File: config.mk
export PLATFORM = sky130hd
export DESIGN_NAME = alu_operand_stage_flat
export DESIGN_NICKNAME = d
export VERILOG_FILES = /design/src/rtl/alu_operand_stage_if.sv /design/src/rtl/alu_operand_stage.sv /design/src/flat_wrapper.sv
export SDC_FILE = /design/constraint.sdc
export NUM_CORES = 2
export LEC_CHECK = 0
export CORE_ASPECT_RATIO = 1.25
export CORE_UTILIZATION = 50
export CTS_BUF_LIST = sky130_fd_sc_hd__clkbuf_2 sky130_fd_sc_hd__clkbuf_4 sky130_fd_sc_hd__clkbuf_8
export DETAILED_ROUTE_END_ITERATION = 10
export PLACE_DENSITY_LB_ADDON = 0.12
export SETUP_SLACK_MARGIN = 0.4
export SKIP_CTS_REPAIR_TIMING = 1
export SLEW_MARGIN = 10
export SYNTH_ARGS = -nofsm -noshare
export SYNTH_HDL_FRONTEND = slang
export SYNTH_SLANG_ARGS = --single-unit
File: constraint.sdc
create_clock -name clk -period 32.7 [get_ports clk]
set_input_delay 6.54 -clock clk [delete_from_list [all_inputs] [get_ports clk]]
set_output_delay 6.54 -clock clk [all_outputs]
set_load 0.1 [all_outputs]
File: src/rtl/alu_operand_stage_if.sv
// Decoded-op handshake between the decoder (master) and alu_operand_stage (slave).
interface alu_operand_stage_if #(
  parameter int AW   = 4,
  parameter int IMMW = 16
);
  logic            in_valid;
  logic            in_ready;
  logic [3:0]      in_func;
  logic [AW-1:0]   in_rs;
  logic [AW-1:0]   in_rt;
  logic [AW-1:0]   in_rd;
  logic [IMMW-1:0] in_imm;
  logic            in_use_imm;
  logic            in_wb;

  modport master (
    output in_valid, in_func, in_rs, in_rt, in_rd, in_imm, in_use_imm, in_wb,
    input  in_ready
  );

  modport slave (
    input  in_valid, in_func, in_rs, in_rt, in_rd, in_imm, in_use_imm, in_wb,
    output in_ready
  );
endinterface

File: src/rtl/alu_operand_stage.sv
// Operand-fetch / writeback pipeline around an external combinational ALU, with register file.
// Build option: define ALU_FWD_EN to forward pending results instead of stalling on RAW hazards.
module alu_operand_stage #(
  parameter int N    = 32,
  parameter int AW   = 4,
  parameter int IMMW = 16
) (
  input  logic                 clk,
  input  logic                 rst,
  alu_operand_stage_if.slave   op_if,
  output logic [N-1:0]         alu_a_o,
  output logic [N-1:0]         alu_b_o,
  output logic [3:0]           alu_func_o,
  input  logic [N-1:0]         alu_res_i,
  output logic                 res_valid_o,
  output logic [AW-1:0]        res_rd_o,
  output logic [N-1:0]         res_data_o,
  input  logic [AW-1:0]        dbg_addr_i,
  output logic [N-1:0]         dbg_data_o
);

  localparam int NREG = 2**AW;

  logic [N-1:0]  rf_q [NREG];

  logic          op_v_q, op_v_d;
  logic          op_wb_q, op_wb_d;
  logic [AW-1:0] op_rd_q, op_rd_d;
  logic [N-1:0]  alu_a_q, alu_a_d;
  logic [N-1:0]  alu_b_q, alu_b_d;
  logic [3:0]    alu_func_q, alu_func_d;

  logic          wb_v_q, wb_v_d;
  logic          wb_wb_q, wb_wb_d;
  logic [AW-1:0] res_rd_q, res_rd_d;
  logic [N-1:0]  res_data_q, res_data_d;

  logic [N-1:0]  rs_rf, rt_rf, imm_ext;
  logic [N-1:0]  a_val, b_val;
  logic          rs_hit_op, rs_hit_wb, rt_hit_op, rt_hit_wb;
  logic          op_pend, wb_pend;
  logic          in_ready;
  logic          accept;
  logic          rf_we;

  assign imm_ext = {{(N-IMMW){op_if.in_imm[IMMW-1]}}, op_if.in_imm};
  assign op_pend = op_v_q && op_wb_q && (op_rd_q != '0);
  assign wb_pend = wb_v_q && wb_wb_q && (res_rd_q != '0);
  assign rf_we   = wb_pend;

  // Register 0 is hardwired to zero on every read port.
  always_comb begin
    rs_rf      = (op_if.in_rs == '0) ? '0 : rf_q[op_if.in_rs];
    rt_rf      = (op_if.in_rt == '0) ? '0 : rf_q[op_if.in_rt];
    dbg_data_o = (dbg_addr_i == '0)  ? '0 : rf_q[dbg_addr_i];
  end

  always_comb begin
    rs_hit_op = op_pend && (op_rd_q == op_if.in_rs);
    rs_hit_wb = wb_pend && (res_rd_q == op_if.in_rs);
    rt_hit_op = !op_if.in_use_imm && op_pend && (op_rd_q == op_if.in_rt);
    rt_hit_wb = !op_if.in_use_imm && wb_pend && (res_rd_q == op_if.in_rt);
`ifdef ALU_FWD_EN
    // The OP stage holds the youngest write, so it wins over WB.
    a_val = rs_hit_op ? alu_res_i : (rs_hit_wb ? res_data_q : rs_rf);
    if (op_if.in_use_imm) b_val = imm_ext;
    else                  b_val = rt_hit_op ? alu_res_i : (rt_hit_wb ? res_data_q : rt_rf);
    in_ready = !rst;
`else
    a_val    = rs_rf;
    b_val    = op_if.in_use_imm ? imm_ext : rt_rf;
    in_ready = !rst && !(rs_hit_op || rs_hit_wb || rt_hit_op || rt_hit_wb);
`endif
  end

  assign op_if.in_ready = in_ready;
  assign accept         = op_if.in_valid && in_ready;

  always_comb begin
    op_v_d     = accept;
    op_wb_d    = op_wb_q;
    op_rd_d    = op_rd_q;
    alu_a_d    = alu_a_q;
    alu_b_d    = alu_b_q;
    alu_func_d = alu_func_q;
    if (accept) begin
      op_wb_d    = op_if.in_wb;
      op_rd_d    = op_if.in_rd;
      alu_a_d    = a_val;
      alu_b_d    = b_val;
      alu_func_d = op_if.in_func;
    end
    wb_v_d     = op_v_q;
    wb_wb_d    = wb_wb_q;
    res_rd_d   = res_rd_q;
    res_data_d = res_data_q;
    if (op_v_q) begin
      wb_wb_d    = op_wb_q;
      res_rd_d   = op_rd_q;
      res_data_d = alu_res_i;
    end
  end

  always_ff @(posedge clk or posedge rst) begin
    if (rst) begin
      op_v_q     <= 1'b0;
      op_wb_q    <= 1'b0;
      op_rd_q    <= '0;
      alu_a_q    <= '0;
      alu_b_q    <= '0;
      alu_func_q <= '0;
      wb_v_q     <= 1'b0;
      wb_wb_q    <= 1'b0;
      res_rd_q   <= '0;
      res_data_q <= '0;
    end else begin
      op_v_q     <= op_v_d;
      op_wb_q    <= op_wb_d;
      op_rd_q    <= op_rd_d;
      alu_a_q    <= alu_a_d;
      alu_b_q    <= alu_b_d;
      alu_func_q <= alu_func_d;
      wb_v_q     <= wb_v_d;
      wb_wb_q    <= wb_wb_d;
      res_rd_q   <= res_rd_d;
      res_data_q <= res_data_d;
    end
  end

  always_ff @(posedge clk or posedge rst) begin
    if (rst) begin
      for (int i = 0; i < NREG; i++) rf_q[i] <= '0;
    end else if (rf_we) begin
      rf_q[res_rd_q] <= res_data_q;
    end
  end

  assign alu_a_o     = alu_a_q;
  assign alu_b_o     = alu_b_q;
  assign alu_func_o  = alu_func_q;
  assign res_valid_o = wb_v_q;
  assign res_rd_o    = res_rd_q;
  assign res_data_o  = res_data_q;

endmodule
File: src/flat_wrapper.sv
// flat-port wrapper written by rule: the top's interface ports become plain ports
module alu_operand_stage_flat 
#(
  parameter int N    = 32,
  parameter int AW   = 4,
  parameter int IMMW = 16
)
  (clk, rst, alu_a_o, alu_b_o, alu_func_o, alu_res_i, res_valid_o, res_rd_o, res_data_o, dbg_addr_i, dbg_data_o, op_if_in_valid, op_if_in_func, op_if_in_rs, op_if_in_rt, op_if_in_rd, op_if_in_imm, op_if_in_use_imm, op_if_in_wb, op_if_in_ready);
  alu_operand_stage_if #(.AW(AW), .IMMW(IMMW)) op_if_i ();
  input  logic clk;
  input  logic rst;
  output logic [N-1:0] alu_a_o;
  output logic [N-1:0] alu_b_o;
  output logic [3:0] alu_func_o;
  input  logic [N-1:0] alu_res_i;
  output logic res_valid_o;
  output logic [AW-1:0] res_rd_o;
  output logic [N-1:0] res_data_o;
  input  logic [AW-1:0] dbg_addr_i;
  output logic [N-1:0] dbg_data_o;
  input wire logic [$bits(op_if_i.in_valid)-1:0] op_if_in_valid;
  input wire logic [$bits(op_if_i.in_func)-1:0] op_if_in_func;
  input wire logic [$bits(op_if_i.in_rs)-1:0] op_if_in_rs;
  input wire logic [$bits(op_if_i.in_rt)-1:0] op_if_in_rt;
  input wire logic [$bits(op_if_i.in_rd)-1:0] op_if_in_rd;
  input wire logic [$bits(op_if_i.in_imm)-1:0] op_if_in_imm;
  input wire logic [$bits(op_if_i.in_use_imm)-1:0] op_if_in_use_imm;
  input wire logic [$bits(op_if_i.in_wb)-1:0] op_if_in_wb;
  output wire logic [$bits(op_if_i.in_ready)-1:0] op_if_in_ready;
  assign op_if_i.in_valid = op_if_in_valid;
  assign op_if_i.in_func = op_if_in_func;
  assign op_if_i.in_rs = op_if_in_rs;
  assign op_if_i.in_rt = op_if_in_rt;
  assign op_if_i.in_rd = op_if_in_rd;
  assign op_if_i.in_imm = op_if_in_imm;
  assign op_if_i.in_use_imm = op_if_in_use_imm;
  assign op_if_i.in_wb = op_if_in_wb;
  assign op_if_in_ready = op_if_i.in_ready;
  alu_operand_stage #(.N(N), .AW(AW), .IMMW(IMMW)) u_core (.clk(clk), .rst(rst), .op_if(op_if_i), .alu_a_o(alu_a_o), .alu_b_o(alu_b_o), .alu_func_o(alu_func_o), .alu_res_i(alu_res_i), .res_valid_o(res_valid_o), .res_rd_o(res_rd_o), .res_data_o(res_data_o), .dbg_addr_i(dbg_addr_i), .dbg_data_o(dbg_data_o));
endmodule
==> impl_metrics.ini <==
[timing]
hold_viol_final = 0
fin_hold_ws_ns = 0.399
fin_ws_ns = 15.12
fmax_ghz = 0.0569
finalCritPeriodShare_pct = 53.8
slew_headroom_pct = 24.2
setup_tns_ns = 0
grt_setup_unrepaired = false
period_minus_slack_ns = 17.58
worst_slew_pin_slew_ns = 1.14
finalSetupViolCount = 0
finClkSkew_ns = 0.0350
maxSlewViolCount = 0

[cts]
clk_path_buf_depth = 3
clk_pin_slew_ns = 0.06
tritoncts = done
htreeDepth = 3
cts-root-buf = clkbuf_8
clkSinkCount = 624
clock_latency_ns = 0.71
cts_buffers = 103

[global_route]
grt_pass1_wl_mm = 159
antenna_found_initial = 1
globalRoute.totalOverflow = 0
grt_pass1_vias = 24100
grt_max_degree = 103
grt_usage_pct = 30.2

[synth]
syn_inst = 2330
ys_types = 33
ys_ff_latch = 624
synth-warning-count = 0
syn_avg_cell_area_um2 = 15.2
syn_area_um2 = 35300
ys_seq_area_share_pct = 44.2
synth_nets = 2403

[route]
via_count = 22700
final_antenna_net_count = 0
dr.pass1.iters = 5
drc_errors = 0
wl_mm = 105
detail_route.wl_per_cell_um = 30.3
vias_per_cell = 6.58
drt_iter0_markers = 1772

[placement]
place.gp.congestion = 0.819
port_buffers = 210
pre_cts_ws_ns = 14.99
hpwl_mm = 58.5
dp_cells = 3264

[layout]
drive_gt1_share_pct = 50.1
multi_input_area_um2 = 18600
syn_to_final_growth_pct = 13.9
nets = 2507
stdcell_count = 3451
nFillCells = 5553
final_common_cell = dfrtp_1
mostFrequentLayoutCells = 623 x dfrtp_1, 606 x mux2_2, 385 x mux4_2
seq_area_um2 = 15600

[setup_path]
cp-end-kind = output pin
arrival_ns = 11.04
reg2reg_depth = 4
r2r_setup_slack_ns = 29.71
startpoint = dbg_addr_i[0]
worstPathMaxFanout = 53
max_stage_delay_ns = 1.01
cp-endpoint = dbg_data_o[30]
path_class = input pin to output pin
timing.rr.end = u_core.rf_q[336]$_DFFE_PP0P_
cp-start-kind = input pin
required_ns = 26.16
r2r-start = u_core.res_rd_o[1]$_DFFE_PP0P_
cp_slowest_cell = clkdlybuf4s50_1
path_cells = clkbuf_8 > buf_4 > buf_4 > mux4_2 > mux4_2 > nor2b_1 > clkdlybuf4s50_1

[floorplan]
initial_core_util_pct = 50.7
die_y_um = 299
die_area_um2 = 71800
rows = 108
ioPinCount = 211
fp.dieW_um = 240
core_um2 = 69700

[status]
status = finished clean

[pwr]
total_power_uw = 3130
power.leakage_uw = 0.0176
ir_drop_mv = 0.0494
power.density_nw_per_um2 = 77.8

[job]
drv_cap = 0

[min_path]
holdPathStages = 0
hp-class = flop to flop
-- through the flow --
stage               util (%)  instance area, µm²
global route            57.7               40300
detailed placement      54.4               37900
floorplan                  -               35300
finish                  57.7               40300
global placement        54.4               37900
CTS                     57.7               40300
-- worst min-delay path by stage --
stage	from	to	slack (ns)
final	u_core.rf_q[498]$_DFFE_PP0P_	u_core.rf_q[498]$_DFFE_PP0P_	0.40
after global routing	u_core.rf_q[499]$_DFFE_PP0P_	u_core.rf_q[499]$_DFFE_PP0P_	0.41
after CTS	u_core.rf_q[495]$_DFFE_PP0P_	u_core.rf_q[495]$_DFFE_PP0P_	0.40
after detailed placement	u_core.rf_q[498]$_DFFE_PP0P_	u_core.rf_q[498]$_DFFE_PP0P_	0.39
after global placement	u_core.rf_q[500]$_DFFE_PP0P_	u_core.rf_q[500]$_DFFE_PP0P_	0.38
after floorplan	u_core.op_v_q$_DFF_PP0_	u_core.res_valid_o$_DFF_PP0_	0.37
-- power by group --
| part | leakage (µW) | switching [µW] | internal, µW | total [µW] |
|---|---|---|---|---|
| registers | 0.00836 | 250 | 1000 | 1250 |
| clock network | 0.00125 | 322 | 447 | 769 |
| logic | 0.00803 | 575 | 534 | 1110 |
-- registers in the layout (all words and copies together) (netlist names) --
signal              flops
u_core.alu_a_o         32
u_core.alu_b_o         32
u_core.alu_func_o       4
u_core.op_rd_q          4
u_core.op_v_q           1
u_core.op_wb_q          1
u_core.res_data_o      32
u_core.res_rd_o         4
u_core.res_valid_o      1
u_core.rf_q           512
u_core.wb_wb_q          1
-- synth_stat cells --
cell type,instances,area share (%)
nor2b_1,34,0.60
a22oi_1,33,0.70
o21ai_1,25,0.35
mux2_2,606,19
nor2_1,17,0.18
o21ai_0,23,0.33
nand3_1,17,0.24
buf_6,13,0.41
inv_1,4,0.042
buf_2,52,0.74
xor2_1,16,0.40
and3_1,1,0.018
and2_1,1,0.018
mux2i_1,79,2.2
clkbuf_1,144,1.5
buf_4,17,0.36
a2111oi_0,1,0.025
mux4_2,385,25
nor4_1,6,0.11
mux2_1,31,0.99
o211ai_1,1,0.021
dfrtp_1,624,44
a221oi_1,15,0.37
nand4_1,18,0.32
o31a_1,1,0.025
or4_1,2,0.042
or2_2,1,0.018
nand4b_1,1,0.025
buf_1,36,0.38
a21oi_1,1,0.014
nand2_1,101,1.1
nand2b_1,21,0.37
nor3_1,3,0.042
-- cell families (layout without fill, tap and decap cells) --
logic type / Yosys count / count (layout) / synth area share (%)
other: 0 / 1 / 0
muxes: 1101 / 1101 / 47.1
and+or+nand+nor: 223 / 223 / 3.06
buffers and inverters: 266 / 451 / 3.47
DFF: 624 / 624 / 44.2
AOI/OAI and AO/OA: 100 / 100 / 1.84
xor gates and xnor gates: 16 / 16 / 0.396
-- area by class of cell --
type,count,area share (%)
Clock inverter,22,0.656
Sequential cell,624,38.8
Tap cell,935,2.91
Inverter,4,0.0559
Multi-Input combinational cell,1440,46.3
Antenna cell,1,0.00622
Timing Repair Buffer,261,6.19
Clock buffer,164,5.14
-- routing by layer --
layer	share of wire (%)	global-route usage [%]	wire, µm
met1	40	40.4	42200
met2	50	49.8	52500
met3	5.8	4.65	6090
met4	3.6	11.8	3770
met5	0	0	0
-- critical path, delay by kind of cell --
| kind | cells | cell delay, ns |
|---|---|---|
| buffers and inverters | 4 | 3.14 |
| multiplexers | 2 | 1.08 |
| AND/OR/NAND/NOR | 1 | 0.21 |
Note: power is estimated with default switching activity, not from simulation.
